==> config.mk <==
export PLATFORM = sky130hd
export DESIGN_NAME = packet_sorter_iter
export DESIGN_NICKNAME = d
export VERILOG_FILES = /design/src/rtl/packet_sorter_iter.sv
export SDC_FILE = /design/constraint.sdc
export NUM_CORES = 1
export LEC_CHECK = 0
export ABC_AREA = 1
export ABC_CLOCK_PERIOD_IN_PS = 7100
export CORE_ASPECT_RATIO = 0.75
export CORE_UTILIZATION = 45
export DETAILED_ROUTE_END_ITERATION = 6
export PLACE_DENSITY = 0.75
export SLEW_MARGIN = 20
export SYNTH_ARGS = -nofsm -noshare
export SYNTH_HDL_FRONTEND = slang
export SYNTH_SLANG_ARGS = --single-unit
==> constraint.sdc <==
create_clock -name clk -period 7.1 [get_ports clk]
set_input_delay 1.42 -clock clk [delete_from_list [all_inputs] [get_ports clk]]
set_output_delay 1.42 -clock clk [all_outputs]
set_load 0.01 [all_outputs]
==> src/rtl/packet_sorter_iter.sv <==
// Iterative stable packet sorter: odd-even transposition network, one phase per clock,
// with early exit on two consecutive swap-free phases and a valid/ready result hand-off.
module packet_sorter_iter #(
    parameter int PACKET_WIDTH = 8,
    parameter int DATA_WIDTH = 8,
    parameter int PREAMBLE_LENGTH = 16,
    parameter logic [PREAMBLE_LENGTH-1:0] PREAMBLE = 16'hA5A5,
    localparam int INDEX_WIDTH = $clog2(PACKET_WIDTH),
    localparam int PHASE_WIDTH = $clog2(PACKET_WIDTH + 1),
    localparam int OUT_WIDTH = PACKET_WIDTH * (DATA_WIDTH + INDEX_WIDTH) + PREAMBLE_LENGTH
) (
    input  logic                               clk,
    input  logic                               reset,
    input  logic                               in_valid,
    output logic                               in_ready,
    input  logic [PACKET_WIDTH*DATA_WIDTH-1:0] packet_in,
    input  logic                               descending,
    output logic [OUT_WIDTH-1:0]               sorted_packet_out,
    output logic                               out_valid,
    input  logic                               out_ready,
    output logic                               done,
    output logic [PHASE_WIDTH-1:0]             phases_used
);

    typedef enum logic [1:0] {
        IDLE,
        SORT,
        HOLD
    } state_t;

    state_t state_q;
    state_t state_d;

    logic [DATA_WIDTH-1:0]  data_reg [PACKET_WIDTH];
    logic [INDEX_WIDTH-1:0] idx_reg  [PACKET_WIDTH];
    logic [DATA_WIDTH-1:0]  next_data [PACKET_WIDTH];
    logic [INDEX_WIDTH-1:0] next_idx  [PACKET_WIDTH];
    logic [PHASE_WIDTH-1:0] phase_cnt;
    logic [PHASE_WIDTH-1:0] next_cnt;
    logic                   desc_reg;
    logic                   prev_quiet;
    logic                   term_pending;
    logic                   any_swap;
    logic                   phase_odd;
    logic                   accept;
    logic                   finish;
    logic                   hand_off;
    logic [OUT_WIDTH-1:0]   result;

    always_ff @(posedge clk or posedge reset) begin
        if (reset) begin
            state_q <= IDLE;
        end else begin
            state_q <= state_d;
        end
    end

    // term_pending is raised on the edge that applies the final phase, so the
    // following SORT cycle only publishes the result.
    always_comb begin
        state_d  = state_q;
        in_ready = 1'b0;
        accept   = 1'b0;
        finish   = 1'b0;
        hand_off = 1'b0;
        case (state_q)
            IDLE: begin
                in_ready = 1'b1;
                if (in_valid) begin
                    accept  = 1'b1;
                    state_d = SORT;
                end
            end
            SORT: begin
                if (term_pending) begin
                    finish  = 1'b1;
                    state_d = HOLD;
                end
            end
            HOLD: begin
                if (out_ready) begin
                    hand_off = 1'b1;
                    state_d  = IDLE;
                end
            end
            default: state_d = IDLE;
        endcase
    end

    assign phase_odd = phase_cnt[0];
    assign next_cnt  = phase_cnt + PHASE_WIDTH'(1);

    // Pairs in one phase are disjoint, so every comparator reads the registered values.
    always_comb begin
        next_data = data_reg;
        next_idx  = idx_reg;
        any_swap  = 1'b0;
        for (int a = 0; a < PACKET_WIDTH - 1; a++) begin
            if (a[0] == phase_odd) begin
                if (desc_reg ? (data_reg[a] < data_reg[a+1]) : (data_reg[a] > data_reg[a+1])) begin
                    next_data[a]   = data_reg[a+1];
                    next_data[a+1] = data_reg[a];
                    next_idx[a]    = idx_reg[a+1];
                    next_idx[a+1]  = idx_reg[a];
                    any_swap       = 1'b1;
                end
            end
        end
    end

    always_comb begin
        result = '0;
        result[PREAMBLE_LENGTH-1:0] = PREAMBLE;
        for (int i = 0; i < PACKET_WIDTH; i++) begin
            result[PREAMBLE_LENGTH + i*DATA_WIDTH +: DATA_WIDTH] = data_reg[i];
            result[PREAMBLE_LENGTH + PACKET_WIDTH*DATA_WIDTH + i*INDEX_WIDTH +: INDEX_WIDTH] = idx_reg[i];
        end
    end

    always_ff @(posedge clk or posedge reset) begin
        if (reset) begin
            for (int i = 0; i < PACKET_WIDTH; i++) begin
                data_reg[i] <= '0;
                idx_reg[i]  <= '0;
            end
            phase_cnt         <= '0;
            desc_reg          <= 1'b0;
            prev_quiet        <= 1'b0;
            term_pending      <= 1'b0;
            sorted_packet_out <= '0;
            phases_used       <= '0;
            out_valid         <= 1'b0;
            done              <= 1'b0;
        end else begin
            done <= 1'b0;
            if (accept) begin
                for (int i = 0; i < PACKET_WIDTH; i++) begin
                    data_reg[i] <= packet_in[i*DATA_WIDTH +: DATA_WIDTH];
                    idx_reg[i]  <= INDEX_WIDTH'(i);
                end
                desc_reg     <= descending;
                phase_cnt    <= '0;
                prev_quiet   <= 1'b0;
                term_pending <= 1'b0;
            end else if (state_q == SORT && !term_pending) begin
                data_reg     <= next_data;
                idx_reg      <= next_idx;
                phase_cnt    <= next_cnt;
                prev_quiet   <= !any_swap;
                term_pending <= (!any_swap && prev_quiet) || (next_cnt == PHASE_WIDTH'(PACKET_WIDTH));
            end else if (finish) begin
                sorted_packet_out <= result;
                phases_used       <= phase_cnt;
                out_valid         <= 1'b1;
                done              <= 1'b1;
            end else if (hand_off) begin
                out_valid <= 1'b0;
            end
        end
    end

endmodule

### After elaboration in Yosys (flattened, before gate mapping)

Cells that the tools add are included.

| word-level totals | value |
|---|---|
| flip-flop bits (word level) | 199 |
| input port bits | 69 |
| logic and storage cells | 139 |

| operators by class | value |
|---|---|
| $add $sub $neg | 1 |
| order comparisons | 14 |
| eq/ne operators | 7 |
| multiplexer cells | 75 |
| bitwise operators | 2 |
| reduce and logical (&&, ||, !) cells | 15 |

Operator list:

| cell | count |
|---|---|
| 16-bit two-way mux | 14 |
| 64-bit two-way mux | 2 |
| 6-bit two-way mux | 14 |
| 8-bit > comparator | 7 |
| 8-bit less-than comparator | 7 |
| 24-bit two-way mux | 2 |
| 1-bit two-way mux | 37 |
| 3-bit AND reduction | 5 |
| 4-bit two-way mux | 2 |
| 2-bit nonzero test | 4 |
| 2-bit two-way mux | 3 |
| 2-bit != test (second input constant) | 3 |
| 2-bit one-hot mux with 3 select lines | 1 |
| 4-bit by 1-bit adder with 4-bit output (second input constant) | 1 |
| 4-bit equality test (second input constant) | 1 |
| 2-bit by 1-bit equality test with 1-bit output (second input constant) | 1 |
| 2-bit equality test (second input constant) | 1 |
| 1-bit logical AND | 2 |
| 1-bit zero test | 2 |
| 2-bit zero test | 1 |
| 2-bit by 1-bit != test with 1-bit output (second input constant) | 1 |
| 1-bit inverter | 2 |
| 1-bit logical OR | 1 |

### Logic depth before layout (Yosys ltp)

Gate-level depths: netlist (run 1).

| depth | value |
|---|---|
| word-level depth | 21 |
| gate-level depth with buffers | 18 |
| depth with buffers taken out | 17 |

### Least setup slack after synthesis (run 1)

OpenSTA, ideal clock, no wires.

| timing | value |
|---|---|
| kind | input to register |
| from | in in_valid |
| to | reg data_reg[24] (netlist name) |
| setup time | 117 ps |
| data arrival time | 2182 ps |
| data required time | 6983 ps |
| path slack | 4800 ps |
| stages on the path | 6 |
| buffers on the path | 2 |
| cell sequence | nand2_2 clkbuf_1 buf_2 nand3_1 nand3_1 nand2_1 |

| on the way | value |
|---|---|
| word-level cells in the longest chain between the ends | 3 |
| elaborated cells on any way between the ends | 4 |

RTL lines:

| item | line | source |
|---|---|---|
| from (decl) | 14 | `input logic in_valid,` |
| 1-bit two-way mux (*) | 69 | `if (in_valid) begin` |
| 1-bit two-way mux (*) | 66 | `case (state_q)` |
| 64-bit two-way mux or 2-bit nonzero test (tied branches) | -- |  |
| to (signal, indexed assignment) | 138 | `data_reg[i] <= packet_in[i*DATA_WIDTH +: DATA_WIDTH];` |
| to (signal assigned) | 146 | `data_reg <= next_data;` |
| to (decl) | 34 | `logic [DATA_WIDTH-1:0] data_reg [PACKET_WIDTH];` |

Mark *: on every way between the ends. The rest lies on a longest branch, timed or not.
A chain may end at the register's enable or synchronous reset.

### Final worst setup path (run 1)

| timing | value |
|---|---|
| from | in in_valid |
| to | reg data_reg[21] (netlist name) |

The elaborated chain is that of the path after synthesis.

==> results of run 1 <==
==> cells in the mapped netlist, types with 2 or more instances <==
cell type  instances
nand2_2            5
buf_6              9
nand4_1            6
nand2_1          435
a21o_1             6
buf_2             30
ha_1              57
or2_2             26
o22ai_1           10
nand3_2            3
nor4_1             2
inv_2              7
nand3_1           86
clkbuf_1          24
a21oi_1           57
nand3_4            3
inv_1            123
dfrtp_1          192
buf_4             19
o21ai_1           33
o221ai_1           9
nor2_1            26
clkinv_1           4
nor2_4             2
o211ai_1          16
o21ai_0          168
nor2_2             2
==> worst min-delay path, delay by kind of cell (launching register included) <==
family	cells	cell delay (ps)
simple gates	2	100
flops	1	350
==> cells in the final DEF, fill, tap and decap left out, types with 7 or more instances in the layout <==
master,n
nand2_1,434
dfrtp_1,192
clkdlybuf4s50_1,171
o21ai_0,168
inv_1,122
nand3_1,86
a21oi_1,57
ha_1,57
o21ai_1,33
nor2_1,26
or2_2,26
clkbuf_16,17
o211ai_1,16
o22ai_1,10
o221ai_1,9
conb_1,8
inv_2,7
==> report_power, final <==
group          internal, mW  switching (mW)
Combinational          1.61            2.69
Sequential             1.63           0.447
Clock                 0.572           0.451
==> cells by family after synthesis <==
logic type,count (synthesis)
AOI/OAI and AO/OA,304
DFF,192
buffers and inverters,218
and+or+nand+nor,597
adders and majority gates,57
xor gates and xnor gates,1
other,1
==> how the worst max path moves through the flow <==
stage,end,start,depth (start not counted),slack (ps)
after floorplan,data_reg[0],reset,1,450
after global placement,data_reg[19],in_valid,7,2930
after detailed placement,data_reg[29],in_valid,7,2880
after CTS,idx_reg[3],in_valid,7,3320
after global routing,data_reg[21],in_valid,7,3020
final,data_reg[21],in_valid,7,3260
==> layer usage <==
metal | up-vias | routed length (um) | track usage | part of all wire
li1 | 4685 | - | - | -
met1 | 4620 | 14900 | 0.398 | 0.50
met2 | 422 | 12200 | 0.349 | 0.41
met3 | 36 | 2420 | 0.0462 | 0.081
met4 | 0 | 489 | 0.0798 | 0.016
met5 | - | 0 | 0 | 0
==> area by class of cell <==
type | instances | area (um2)
clock buffer | 19 | 443
fill | 2136 | 10200
inverter | 134 | 510
clock inverter | 13 | 174
timing repair buffer | 176 | 1750
sequential | 192 | 4800
multi-input combinational | 967 | 4940
tap | 300 | 375
==> metrics by stage <==
step	utilization	cell area, um2	setup WS (ps)	hold slack [ps]	power [mW]
final	0.561	13000	3260	484	7.39
after global routing	0.561	13000	3020	509	8.08
after CTS	0.561	13000	3320	489	7.33
after detailed placement	0.534	12400	2880	469	6.28
after global placement	0.534	12400	2930	466	6.14
after floorplan	-	10700	453	450	5.03
==> flow_metrics.tcl, run 1 <==
set metrics [dict create \
    synthXorXnorAreaFrac 0.000817 \
    area_growth_pct 21.3 \
    rr_worst_depth 9 \
    r2r_end "idx_reg[3]" \
    path_class "in2reg" \
    tns_ps 0 \
    drv_slew 0 \
    layout-drive-gt1-share 0.0600 \
    grt_pass1_vias 8970 \
    end_kind "flop" \
    synth_warnings 0 \
    timing.rr.start "state_q[0]" \
    synth_area_leaders "dfrtp_1 (45%), nand2_1 (15%), o21ai_0 (7.8%)" \
    synth_edf_count 0 \
    synth_compound_area_frac 0.154 \
    hold_path_depth 2 \
    cts_buffers 17 \
    avgViaCountPerCell 5.42 \
    vdd_drop_max_mv 0.283 \
    grt_usage 0.254 \
    grt_pass1_wl_um 48700 \
    cellPowerDensity_nw_per_um2 569 \
    synth_top_family_by_area "simple AND/OR/NAND/NOR gates" \
    ys.flop_type "dfrtp_1" \
    overflow 0 \
    synthSimpleGateAreaFrac 0.236 \
    dp_hpwl_um 21000 \
    numPortBuffers 171 \
    hp-start "sorted_packet_out[93]" \
    drcViolationCount 0 \
    synth_top_cell_area_share 0.448 \
    synth_area_um2 10700 \
    synth-seq-cells 192 \
    wirelength_um 30000 \
    min_period_ps 3840 \
    htreeDepth 4 \
    firstDrtPassIters 6 \
    outcome "complete, no violations" \
    place.gp.congestion 0.912 \
    hold_class "reg2reg" \
    core-area_um2 23200 \
    fp-row-count 48 \
    vias 9763 \
    cpMaxStageDelayCell "inv_2" \
    n_antenna_cell 0 \
    die_height_um 136 \
    hold_buffers 0 \
    min_to "sorted_packet_out[93]" \
    finalHoldViolations 0 \
    crit_required_ps 7470 \
    critPathMaxFanout 82 \
    initial_utilization 0.462 \
    path_cells "clkdlybuf4s50_1, nand2_2, buf_4, nand2_4, inv_2, nand2_1, nand3_1" \
    layout.cells.non_filler 1801 \
    clk-insertion-delay-late_ps 440 \
    clock.fmax_mhz 260 \
    die_w_um 180 \
    syn_area_per_cell_um2 7.82 \
    max_slew.worst_pin.slew_ps 891 \
    tritoncts "built" \
    ios 180 \
    synth.distinct_cells 37 \
    muxShareOfSynthArea 0 \
    largest_reg_flops 89 \
    place_inst 1769 \
    yosysSeqAreaShare 0.448 \
    cpPeakStageDelay_ps 830 \
    netlist_instances 1370 \
    maxCapViolations 0 \
    path_delay_family "buffers and inverters" \
    rsz0062_at_grt "false" \
    critPathArrivalTime_ps 4210 \
    numClockSinks 192 \
    r2r_slack_ps 3900 \
    drt-wirelength-per-cell_um 16.7 \
    finClkSkew_ps 9.77 \
    crit_buf_inv 3 \
    drtIter0Drc 1087 \
    slew_headroom 0.405 \
    finalSetupViolCount 0 \
    antenna_found_initial 0 \
    finalNetCount 1614 \
    critPathLaunchType "input pin" \
    clkTransAtPathRegs_ps 70 \
    leakage_nw 6.27 \
    ant_nets 0 \
    cts_setup_buffers 0 \
    post-route-period-util 0.541 \
    synthAdderAreaFrac 0.0665 \
    synth_area_leader_cell "dfrtp_1" \
    cts-resized-gates 0 \
    cts_buffer_depth 2 \
    async_flop_share 1.00 \
    grt_start_max_net_pins 94 \
    cts-root-buf "clkbuf_16" \
    die_area_um2 24400 \
]
Power figures use the tool's default switching activity.
==> run 2: changes to the inputs <==
Settings changed: ABC_CLOCK_PERIOD_IN_PS 7100 to 3200, PLACE_DENSITY 0.75 to 0.78.
Clock period 7.1 ns to 3.2 ns, I/O delays scaled along.
==> run 2 against run 1 <==
Compared with the run above:
- utilization rose by 0.50 points
- critical endpoint is now data_reg[56]
- critical path depth is 4 higher
- register-to-register slack worse by 3500 ps
- setup slack got worse by 2800 ps
- combinational power grew 130%
- count of clock-buffer cells in the layout is 2 higher
==> flow_metrics.tcl, run 2 (synthesis gave the netlist of run 1 again) <==
set metrics [dict create \
    cpPeakStageDelay_ps 410 \
    n_fill_cell 2096 \
    final_common_cell "nand2_1" \
    crit_buf_inv 3 \
    layout-drive-gt1-share 0.0673 \
    firstDrtPassIters 5 \
    grt_pass1_wl_um 48300 \
    cellPowerDensity_nw_per_um2 1250 \
    maxCapViolations 0 \
    path_cells "inv_1, ha_1, a21oi_1, a21boi_2, nand3_1, nand3_2, buf_4, nor2_1, inv_1, nand2_1, o221ai_1" \
    vdd_drop_max_mv 0.522 \
    drcViolationCount 0 \
    ant_nets 0 \
    clk-insertion-delay-late_ps 450 \
    cts-root-buf "clkbuf_16" \
    slew_headroom 0.601 \
    timing.rr.start "data_reg[55]" \
    whs_ps 486 \
    grt_pass1_vias 8908 \
    tns_ps 0 \
    outcome "complete, no violations" \
    place.gp.congestion 0.913 \
    tritoncts "built" \
    hp-start "sorted_packet_out[21]" \
    leakage_nw 6.34 \
    min_period_ps 2750 \
    clkTransAtPathRegs_ps 70 \
    finClkSkew_ps 14.7 \
    numPortBuffers 171 \
    die_area_um2 24400 \
    post-route-period-util 0.860 \
    rsz0062_at_grt "false" \
    critPathArrivalTime_ps 3100 \
    finalSetupViolCount 0 \
    core-area_um2 23200 \
    critPathMaxFanout 24 \
    drtIter0Drc 920 \
    wirelength_um 30600 \
    grt_usage 0.252 \
    finalHoldViolations 0 \
    avgViaCountPerCell 5.46 \
    largest_reg_flops 89 \
    cpMaxStageDelayCell "dfrtp_1" \
    dp_hpwl_um 21800 \
    fp-row-count 48 \
    area_growth_pct 22.3 \
    antenna_found_initial 1 \
    hold_buffers 0 \
    drv_slew 0 \
    end_kind "flop" \
    path_class "reg2reg" \
    crit_required_ps 3550 \
    cp_common_cell "inv_1" \
    htreeDepth 4 \
    die_w_um 180 \
    initial_utilization 0.462 \
    grt_start_max_net_pins 95 \
    ios 180 \
    cts_buffers 17 \
    path_delay_family "buffers and inverters" \
    drt-wirelength-per-cell_um 16.8 \
    critPathLaunchType "flop" \
    cts-resized-gates 0 \
    startpoint "data_reg[55]" \
    overflow 0 \
    clock.fmax_mhz 363 \
    hold_class "reg2reg" \
    numClockSinks 192 \
    final_cell_mix "nand2_1 (434), dfrtp_1 (192), clkdlybuf4s50_1 (171), o21ai_0 (168), inv_1 (122)" \
    max_slew.worst_pin.slew_ps 599 \
    finalNetCount 1628 \
    cts_setup_buffers 0 \
    vias 9908 \
    n_antenna_cell 0 \
    die_height_um 136 \
    cts_buffer_depth 2 \
]
==> run 2: cell count changes in the layout (fill, tap and decap cells not counted) <==
cell	before	now
buf_12	0	4
buf_4	5	15
bufinv_16	3	2
clkbuf_1	1	3
clkinv_4	0	3
inv_6	3	2
inv_8	3	0
==> run 2: final timing paths <==
path / depth (start not counted) / endpoint / slack, ps
setup / recovery: 11 / data_reg[56] / 450
hold / removal: 2 / sorted_packet_out[21] / 490
setup reg to reg: 11 / data_reg[56] / 450
hold reg to reg: 2 / sorted_packet_out[21] / 490
max in group asynchronous: 3 / sorted_packet_out[47] / 1940
min in group asynchronous: 2 / sorted_packet_out[78] / 500
==> run 2: report_power, final <==
group          internal, mW  switching (mW)  total, mW
sequential             3.59           0.923       4.52
clock                  1.18           0.979       2.16
combinational          3.70            6.07       9.77
==> run 2: worst min-delay path, cell delays in order (launching register included) <==
cell     delay (ps)
dfrtp_1         350
nand2_1          50
o21ai_0          50
==> run 2: area by class of cell <==
class	instances	area, um2	share of cell area
Multi-Input combinational cell	967	4940	0.377
Clock inverter	11	131	0.0100
Inverter	134	507	0.0386
Clock buffer	21	450	0.0344
Sequential cell	192	4800	0.366
Tap cell	300	375	0.0286
Timing Repair Buffer	190	1900	0.145
==> run 2: layer usage <==
layer	GRT usage	vias to the layer above	wire length [um]
met1	0.380	4695	14600
met5	0	-	13
met3	0.0586	31	2840
met4	0.0627	2	385
met2	0.362	461	12800
li1	-	4719	-
==> run 2: through the flow <==
step           utilization  std cells  power (mW)  cell area, um2  worst slack (ps)
6_report             0.566       1815        16.4           13100               447
5_1_grt              0.566       1815        17.9           13100               304
4_1_cts              0.566       1815        16.3           13100               512
3_5_place_dp         0.540       1783        14.1           12500               578
3_3_place_gp         0.540       1783        13.8           12500               691
2_1_floorplan            -       1377        11.2           10700              83.6
